**src/rtl/cache_pkg.sv**
```systemverilog
// Shared definitions for the data-cache sequencing controller.
//   ctrl_state_t     : controller FSM state encoding
//   CACHE_DATA_WIDTH : default word width
//   BE_WIDTH         : byte-enable width (one bit per byte of a word)
//   CNT_WIDTH        : width of the optional hit/miss statistics counters
package cache_pkg;

  localparam int CACHE_ADDR_WIDTH = 17;
  localparam int CACHE_DATA_WIDTH = 32;
  localparam int BE_WIDTH         = CACHE_DATA_WIDTH / 8;
  localparam int CNT_WIDTH        = 32;

  typedef enum logic [2:0] {
    IDLE    = 3'd0,
    RD_WAIT = 3'd1,
    FILL    = 3'd2,
    WT_WAIT = 3'd3,
    WT_DONE = 3'd4
  } ctrl_state_t;

endpackage

```
**src/rtl/sat_counter.sv**
```systemverilog
// Saturating event counter.
//   CLK   : clock
//   RST_N : asynchronous active-low reset, clears the count
//   en_i  : count one event this cycle
//   cnt_o : current count, holds at all-ones
module sat_counter
  import cache_pkg::*;
#(
  parameter int W = CNT_WIDTH
) (
  input  logic         CLK,
  input  logic         RST_N,
  input  logic         en_i,
  output logic [W-1:0] cnt_o
);

  always_ff @(posedge CLK or negedge RST_N) begin
    if (!RST_N)                     cnt_o <= '0;
    else if (en_i && (cnt_o != '1)) cnt_o <= cnt_o + W'(1);
  end

endmodule

```
**src/rtl/cache_ctrl.sv**
```systemverilog
// Sequencing controller for a direct-mapped, write-through, no-write-allocate
// data cache sitting between the CPU memory stage, the cache array and a
// multi-cycle data memory.
//
// Ports:
//   CLK, RST_N                 clock, asynchronous active-low reset
//   cpu_req_i/be_i/addr_i/wd_i CPU access (be==0 means read)
//   cpu_rd_o, stall_o          read data on completion, CPU hold
//   cache_hit_i, cache_rd_i    combinational array lookup for cache_addr_o
//   cache_addr_o               array address (CPU address in IDLE)
//   cache_wr_o                 byte-merge write into a hit line
//   cache_fill_o               whole-line fill (valid, new tag, data)
//   cache_wd_o, cache_be_o     array write data / byte enables
//   mem_req_o, mem_we_o        memory request, write flag
//   mem_addr_o/wd_o/be_o       memory request payload, held until ack
//   mem_ack_i, mem_rd_i        memory completion pulse and read data
//
// Optional feature, macro CACHE_CTRL_STATS_EN:
//   hit_cnt_o, miss_cnt_o      saturating per-access hit/miss counters
module cache_ctrl
  import cache_pkg::*;
#(
  parameter int ADDRESS_WIDTH = CACHE_ADDR_WIDTH,
  parameter int DATA_WIDTH    = CACHE_DATA_WIDTH
) (
  input  logic                     CLK,
  input  logic                     RST_N,
  input  logic                     cpu_req_i,
  input  logic [BE_WIDTH-1:0]      cpu_be_i,
  input  logic [ADDRESS_WIDTH-1:0] cpu_addr_i,
  input  logic [DATA_WIDTH-1:0]    cpu_wd_i,
  output logic [DATA_WIDTH-1:0]    cpu_rd_o,
  output logic                     stall_o,
  input  logic                     cache_hit_i,
  input  logic [DATA_WIDTH-1:0]    cache_rd_i,
  output logic [ADDRESS_WIDTH-1:0] cache_addr_o,
  output logic                     cache_wr_o,
  output logic                     cache_fill_o,
  output logic [DATA_WIDTH-1:0]    cache_wd_o,
  output logic [BE_WIDTH-1:0]      cache_be_o,
  output logic                     mem_req_o,
  output logic                     mem_we_o,
  output logic [ADDRESS_WIDTH-1:0] mem_addr_o,
  output logic [DATA_WIDTH-1:0]    mem_wd_o,
  output logic [BE_WIDTH-1:0]      mem_be_o,
  input  logic                     mem_ack_i,
  input  logic [DATA_WIDTH-1:0]    mem_rd_i
`ifdef CACHE_CTRL_STATS_EN
  ,
  output logic [CNT_WIDTH-1:0]     hit_cnt_o,
  output logic [CNT_WIDTH-1:0]     miss_cnt_o
`endif
);

  ctrl_state_t              state_q, state_d;
  logic [ADDRESS_WIDTH-1:0] addr_q;
  logic [DATA_WIDTH-1:0]    data_q;   // write data, or fetched read data
  logic [BE_WIDTH-1:0]      be_q;

  logic is_rd, rd_hit, start_seq;

  assign is_rd     = (cpu_be_i == '0);
  assign rd_hit    = (state_q == IDLE) && cpu_req_i && is_rd && cache_hit_i;
  // Anything leaving IDLE (read miss or any write) latches the request.
  assign start_seq = (state_q == IDLE) && cpu_req_i && !rd_hit;

  always_ff @(posedge CLK or negedge RST_N) begin
    if (!RST_N) begin
      state_q <= IDLE;
      addr_q  <= '0;
      data_q  <= '0;
      be_q    <= '0;
    end else begin
      state_q <= state_d;
      if (start_seq) begin
        addr_q <= cpu_addr_i;
        data_q <= cpu_wd_i;
        be_q   <= cpu_be_i;
      end else if ((state_q == RD_WAIT) && mem_ack_i) begin
        data_q <= mem_rd_i;
      end
    end
  end

  always_comb begin
    state_d      = state_q;
    stall_o      = 1'b0;
    cpu_rd_o     = '0;
    cache_addr_o = addr_q;
    cache_wr_o   = 1'b0;
    cache_fill_o = 1'b0;
    cache_wd_o   = '0;
    cache_be_o   = '0;
    mem_req_o    = 1'b0;
    mem_we_o     = 1'b0;
    mem_addr_o   = '0;
    mem_wd_o     = '0;
    mem_be_o     = '0;
    unique case (state_q)
      IDLE: begin
        cache_addr_o = cpu_addr_i;
        if (cpu_req_i) begin
          if (is_rd) begin
            if (cache_hit_i) begin
              cpu_rd_o = cache_rd_i;
            end else begin
              stall_o = 1'b1;
              state_d = RD_WAIT;
            end
          end else begin
            // Write hit updates the array now; memory write follows.
            stall_o    = 1'b1;
            cache_wr_o = cache_hit_i;
            cache_wd_o = cpu_wd_i;
            cache_be_o = cpu_be_i;
            state_d    = WT_WAIT;
          end
        end
      end
      RD_WAIT: begin
        stall_o    = 1'b1;
        mem_req_o  = 1'b1;
        mem_addr_o = addr_q;
        if (mem_ack_i) state_d = FILL;
      end
      FILL: begin
        cache_fill_o = 1'b1;
        cache_wd_o   = data_q;
        cache_be_o   = '1;
        cpu_rd_o     = data_q;
        state_d      = IDLE;
      end
      WT_WAIT: begin
        stall_o    = 1'b1;
        mem_req_o  = 1'b1;
        mem_we_o   = 1'b1;
        mem_addr_o = addr_q;
        mem_wd_o   = data_q;
        mem_be_o   = be_q;
        if (mem_ack_i) state_d = WT_DONE;
      end
      WT_DONE: begin
        state_d = IDLE;
      end
      default: state_d = IDLE;
    endcase
  end

`ifdef CACHE_CTRL_STATS_EN
  // Writes are counted when they complete, so remember the hit seen in IDLE.
  logic                           wr_hit_q;
  logic [1:0]                     cnt_en;
  logic [1:0][CNT_WIDTH-1:0]      cnt_q;

  always_ff @(posedge CLK or negedge RST_N) begin
    if (!RST_N)         wr_hit_q <= 1'b0;
    else if (start_seq) wr_hit_q <= cache_hit_i;
  end

  assign cnt_en[0] = rd_hit || ((state_q == WT_DONE) && wr_hit_q);
  assign cnt_en[1] = (state_q == FILL) || ((state_q == WT_DONE) && !wr_hit_q);

  for (genvar g = 0; g < 2; g++) begin : g_cnt
    sat_counter #(.W(CNT_WIDTH)) u_cnt (
      .CLK   (CLK),
      .RST_N (RST_N),
      .en_i  (cnt_en[g]),
      .cnt_o (cnt_q[g])
    );
  end

  assign hit_cnt_o  = cnt_q[0];
  assign miss_cnt_o = cnt_q[1];
`endif

endmodule

```
**config.mk**
```make
export PLATFORM = sky130hd
export DESIGN_NAME = cache_ctrl
export DESIGN_NICKNAME = d
export VERILOG_FILES = /design/src/rtl/cache_pkg.sv /design/src/rtl/sat_counter.sv /design/src/rtl/cache_ctrl.sv
export SDC_FILE = /design/constraint.sdc
export NUM_CORES = 1
export LEC_CHECK = 0
export CAP_MARGIN = 0
export CORE_ASPECT_RATIO = 0.9
export CORE_UTILIZATION = 37
export DETAILED_ROUTE_END_ITERATION = 8
export PLACE_DENSITY = 0.83
export SLEW_MARGIN = 20
export SYNTH_ARGS = -nofsm -noshare
export SYNTH_HDL_FRONTEND = slang
export SYNTH_SLANG_ARGS = --single-unit
```
**constraint.sdc**
```tcl
create_clock -name CLK -period 3.1 [get_ports CLK]
set_clock_uncertainty 0.15 [all_clocks]
set_input_delay 0.465 -clock CLK [delete_from_list [all_inputs] [get_ports CLK]]
set_output_delay 0.465 -clock CLK [all_outputs]
set_load 0.03 [all_outputs]
```
### Yosys cells after proc, flatten, opt, wreduce, memory -nomap -nowiden

Cells that the tools add are included.

* equality and inequality tests: 7
* mux-type cells: 32
* reduce and logical (&&, ||, !) cells: 11

Operators with widths (count)
* $mux W32: 8
* $pmux W32 S2: 2
* $mux W17: 2
* $mux W3: 5
* $mux W4: 3
* $mux W1: 9
* $pmux W3 S3: 1
* $pmux W4 S2: 1
* $eq A3 B2 Y1 const B: 2
* $ne A2 B2 Y1 const B: 3
* $logic_and A1 B1 Y1: 5
* $logic_not A4 Y1: 1
* $reduce_and A4 Y1: 1
* $eq A3 B1 Y1 const B: 1
* $logic_not A3 Y1: 1
* $ne A3 B3 Y1 const B: 1
* $pmux W1 S2: 1
* $reduce_bool A2 Y1: 1
* $reduce_or A2 Y1: 1
* $logic_not A1 Y1: 1

* bits in registers: 56
* input port bits: 122
* word-level logic and storage cells: 54

### Depth between registers and ports, before layout

* word-level depth: 7
* mapped depth: 5
* gate-level depth less buffers: 3

### Least setup slack after synthesis

No wires, ideal clock.

* kind: reg2out
* start point: register state_q[2]
* end point: output port cpu_rd_o[10]
* data arrival time: 1976 ps
* slack: 509 ps
* stages on the path, launching flop included: 6
* buffers on the path: 2
* cells stage by stage: dfrtp_1 -> nor2_1 -> and2_1 -> clkbuf_1 -> buf_1 -> a22o_1

* longest elaborated chain between the ends: 2
* elaborated cells between the ends (all ways): 3
* those cells by class: eq/ne (1); mux (1); reduce/logical (1)

Ends and longest elaborated chain
* start, declared: RTL line cache_ctrl.sv:55 `ctrl_state_t state_q, state_d;`
* start signal, assigned: RTL line cache_ctrl.sv:74 `state_q <= state_d;`
* $eq A3 B2 Y1 / $logic_not A3 Y1 (equally long branches): RTL line cache_ctrl.sv:99 `unique case (state_q)`
* $pmux W32 S2 *: RTL line cache_ctrl.sv:99
* end, declared: RTL line cache_ctrl.sv:32 `output logic [DATA_WIDTH-1:0] cpu_rd_o,`

Every way passes the cells marked *; elsewhere a longest branch is shown, timed or not.

### Final worst setup path

* start point: input port cpu_be_i[1]
* end point: output port cache_wd_o[12]

* longest elaborated chain between the ends: 4

Ends and longest elaborated chain
* start, declared: RTL line cache_ctrl.sv:29 `input logic [BE_WIDTH-1:0] cpu_be_i,`
* $logic_not A4 Y1: RTL line cache_ctrl.sv:62 `assign is_rd = (cpu_be_i == '0);`
* $mux W32: RTL line cache_ctrl.sv:103 `if (is_rd) begin`
* $mux W32: RTL line cache_ctrl.sv:102 `if (cpu_req_i) begin`
* $pmux W32 S2: RTL line cache_ctrl.sv:99
* end, declared: RTL line cache_ctrl.sv:39 `output logic [DATA_WIDTH-1:0] cache_wd_o,`

No other way between the ends.

==> results.json <==
{
  "die_area_mm2": 0.01112,
  "die_x_um": 111.0,
  "async_flop_share_pct": 100.0,
  "synth_edf_count": 0,
  "dr.pass1.iters": 7,
  "synth_nets": 497,
  "wirelength_um": 15350,
  "post-dp-hpwl_um": 10520,
  "final_max_slew_viol_count": 0,
  "track_usage_pct": 26.44,
  "grt_max_degree": 46,
  "numCtsBuffers": 5,
  "globalRouteOverflowTotal": 0,
  "setup_violations": 0,
  "post_synth_instance_area_mm2": 0.003959,
  "setup_ws_ps": 33.65,
  "r2r_slack_ps": 970,
  "timing.final.crit_share_pct": 98.91,
  "timing.critical_path.buf_inv": 3,
  "vias_per_cell": 5.661,
  "ys.flop_type": "dfrtp_1",
  "worstReg2RegStart": "state_q[0]$_DFFE_PN0P_",
  "clock_path_buffers": 2,
  "routedWlPerCell_um": 20.11,
  "synth_cell_type_count": 28,
  "slowest_stage": "clkdlybuf4s50_1",
  "vias": 4319,
  "syn2layout_area_growth_pct": 76.61,
  "crit_path_end_kind": "output port",
  "max_freq_mhz": 326.1,
  "ys_seq_area_share_pct": 35.40,
  "clk_latency_ps": 290,
  "power_density_mw_per_mm2": 1075,
  "htreeDepth": 2,
  "crit_fanout": 4,
  "ir_drop_v": 0.0007179,
  "violations": "DRC",
  "port_buffers": 264,
  "r2r_cells": 4,
  "drv_cap": 0,
  "antenna_left": 0,
  "cts.sinks": 56,
  "leakage_nw": 3.556,
  "yosysMostFrequentCell": "mux2_2",
  "antenna_found_initial": 0,
  "cpPeakStageDelay_ps": 610,
  "crit_chain": "dlygate4sd2_1 -> or4_4 -> bufbuf_16 -> a32oi_1 -> nor2_1 -> clkdlybuf4s50_1",
  "critical_path_class": "input pin to output port",
  "cts-root-buf": "clkbuf_16",
  "slew_headroom_pct": 52.21,
  "gp_congestion": 0.7857,
  "critPathRequiredTime_ps": 2480,
  "start_util_pct": 38.31,
  "io-pin-count": 265,
  "min_period_ps": 3066,
  "row_count": 35,
  "tns_ps": 0,
  "syn_inst": 375,
  "hold_path_class": "input pin to async pin",
  "r2r_end": "data_q[13]$_DFFE_PN0P_",
  "worstMarginPinSlew_ps": 716.9,
  "drtIter0Drc": 293,
  "dp.cells": 748,
  "power_mw": 7.513,
  "cts.clk_slew.worst_paths_ps": 80,
  "drive_above_1_share_pct": 37.54,
  "grt_pass1_wl_um": 23150,
  "die_h_um": 100.1,
  "drc_errors": 36,
  "rsz0062_at_grt": "true",
  "grt_pass1_vias": 4250,
  "hold_viol_final": 0,
  "final_cell_count_no_fill": 763,
  "synth_seq_cells": 56,
  "synth_area_leader_cell": "dfrtp_1",
  "coreArea_mm2": 0.01033,
  "worst-path-stages": 6,
  "cts_tree": "built",
  "status": "finished, violations left",
  "startpoint_type": "input pin",
  "yosys.area.top_type_share_pct": 35.40,
  "yosys-top-cells-area": "dfrtp_1 (35%), mux2_2 (26%), a22o_1 (8.0%)",
  "cts_hold_buf": 0,
  "diodes": 0,
  "synth.avg_cell_area_um2": 10.56,
  "crit_arrival_ps": 2450,
  "finish.net_count": 755,
  "ys_top_cells_by_count": "mux2_2 (93), dfrtp_1 (56), and3_1 (38)",
  "utilization_pct": 67.65,
  "post-place-ws_ps": -119.7,
  "synth_warnings": 0,
  "cp_top_family": "buffers and inverters"
}
-- how the worst max path moves through the flow --
stage                      startpoint             end
2_1_floorplan  state_q[2]$_DFFE_PN0P_    cpu_rd_o[10]
3_3_place_gp              cpu_be_i[0]  cache_wd_o[18]
3_5_place_dp              cpu_be_i[1]  cache_wd_o[24]
4_1_cts                   cpu_be_i[0]   cache_wd_o[9]
5_1_grt                   cpu_be_i[1]     cpu_rd_o[6]
6_report                  cpu_be_i[1]  cache_wd_o[12]
-- registers in the layout, summed over array words and instances (netlist names) --
name     count
addr_q      17
data_q      32
state_q      3
be_q         4
-- per-layer routing --
layer / GRT usage, % / wire length (um) / vias up
met5: 0 / 0 / -
li1: - / - / 1946
met2: 48.33 / 7858 / 228
met4: 4.990 / 218 / 0
met3: 5.193 / 1257 / 22
met1: 32.71 / 6012 / 2123
-- power breakdown --
| part | switching [mW] | internal (mW) | total, mW |
|---|---|---|---|
| Sequential | 0.365 | 1.11 | 1.47 |
| Clock | 0.287 | 0.308 | 0.595 |
| Combinational | 3.03 | 2.41 | 5.45 |
| Total | 3.68 | 3.83 | 7.51 |
-- worst reg2reg max path, stage by stage, from the launching register on --
cell	delay (ps)
dfrtp_1	480
nor4bb_4	350
buf_4	370
mux2_2	390
mux2_2	270
-- per-stage QoR --
stage | hold WS, ps | area, um2
global placement | 326.2 | 6588
finish | 58.69 | 6992
detailed placement | 329.8 | 6588
global route | 125.9 | 6992
CTS | 91.27 | 6907
floorplan | 19.41 | 3959
-- placed cells by master (no fill, tap or decap), types with 2 or more instances in the layout --
| master | count |
|---|---|
| clkbuf_16 | 5 |
| mux2_1 | 5 |
| a22o_1 | 36 |
| mux2_2 | 93 |
| dlygate4sd2_1 | 15 |
| and2_1 | 19 |
| and3_1 | 38 |
| clkdlybuf4s50_1 | 122 |
| dfrtp_1 | 55 |
| a31o_2 | 4 |
| inv_1 | 2 |
| nor2_1 | 33 |
| inv_6 | 2 |
| bufbuf_16 | 4 |
| buf_12 | 6 |
| a32oi_1 | 32 |
| buf_4 | 108 |
| buf_6 | 4 |
| dlymetal6s2s_1 | 32 |
-- layout make-up --
cell class / count / area [um2]
Clock buffer: 5 / 125.1
Clock inverter: 3 / 26.28
Fill cell: 809 / 3343
Inverter: 2 / 7.507
Multi-Input combinational cell: 274 / 2367
Sequential cell: 56 / 1403
Tap cell: 129 / 161.4
Timing Repair Buffer: 294 / 2902
-- kinds of logic (layout without fill, tap and decap cells) --
group | Yosys count | count (layout) | share of synthesized area, %
compound gates | 76 | 76 | 16.78
xor+xnor | 1 | 1 | 0.2213
flops | 56 | 56 | 35.40
buf+inv | 45 | 304 | 5.499
simple gates | 99 | 99 | 14.22
mux | 98 | 98 | 27.88
-- repair_timing --
item	CTS	global route
setup buffers	2	0
gates cloned	5	0
pin swaps	2	3
gates resized for setup	21	34
setup endpoints to repair	63	52
Note: power is estimated with default switching activity, not from simulation.
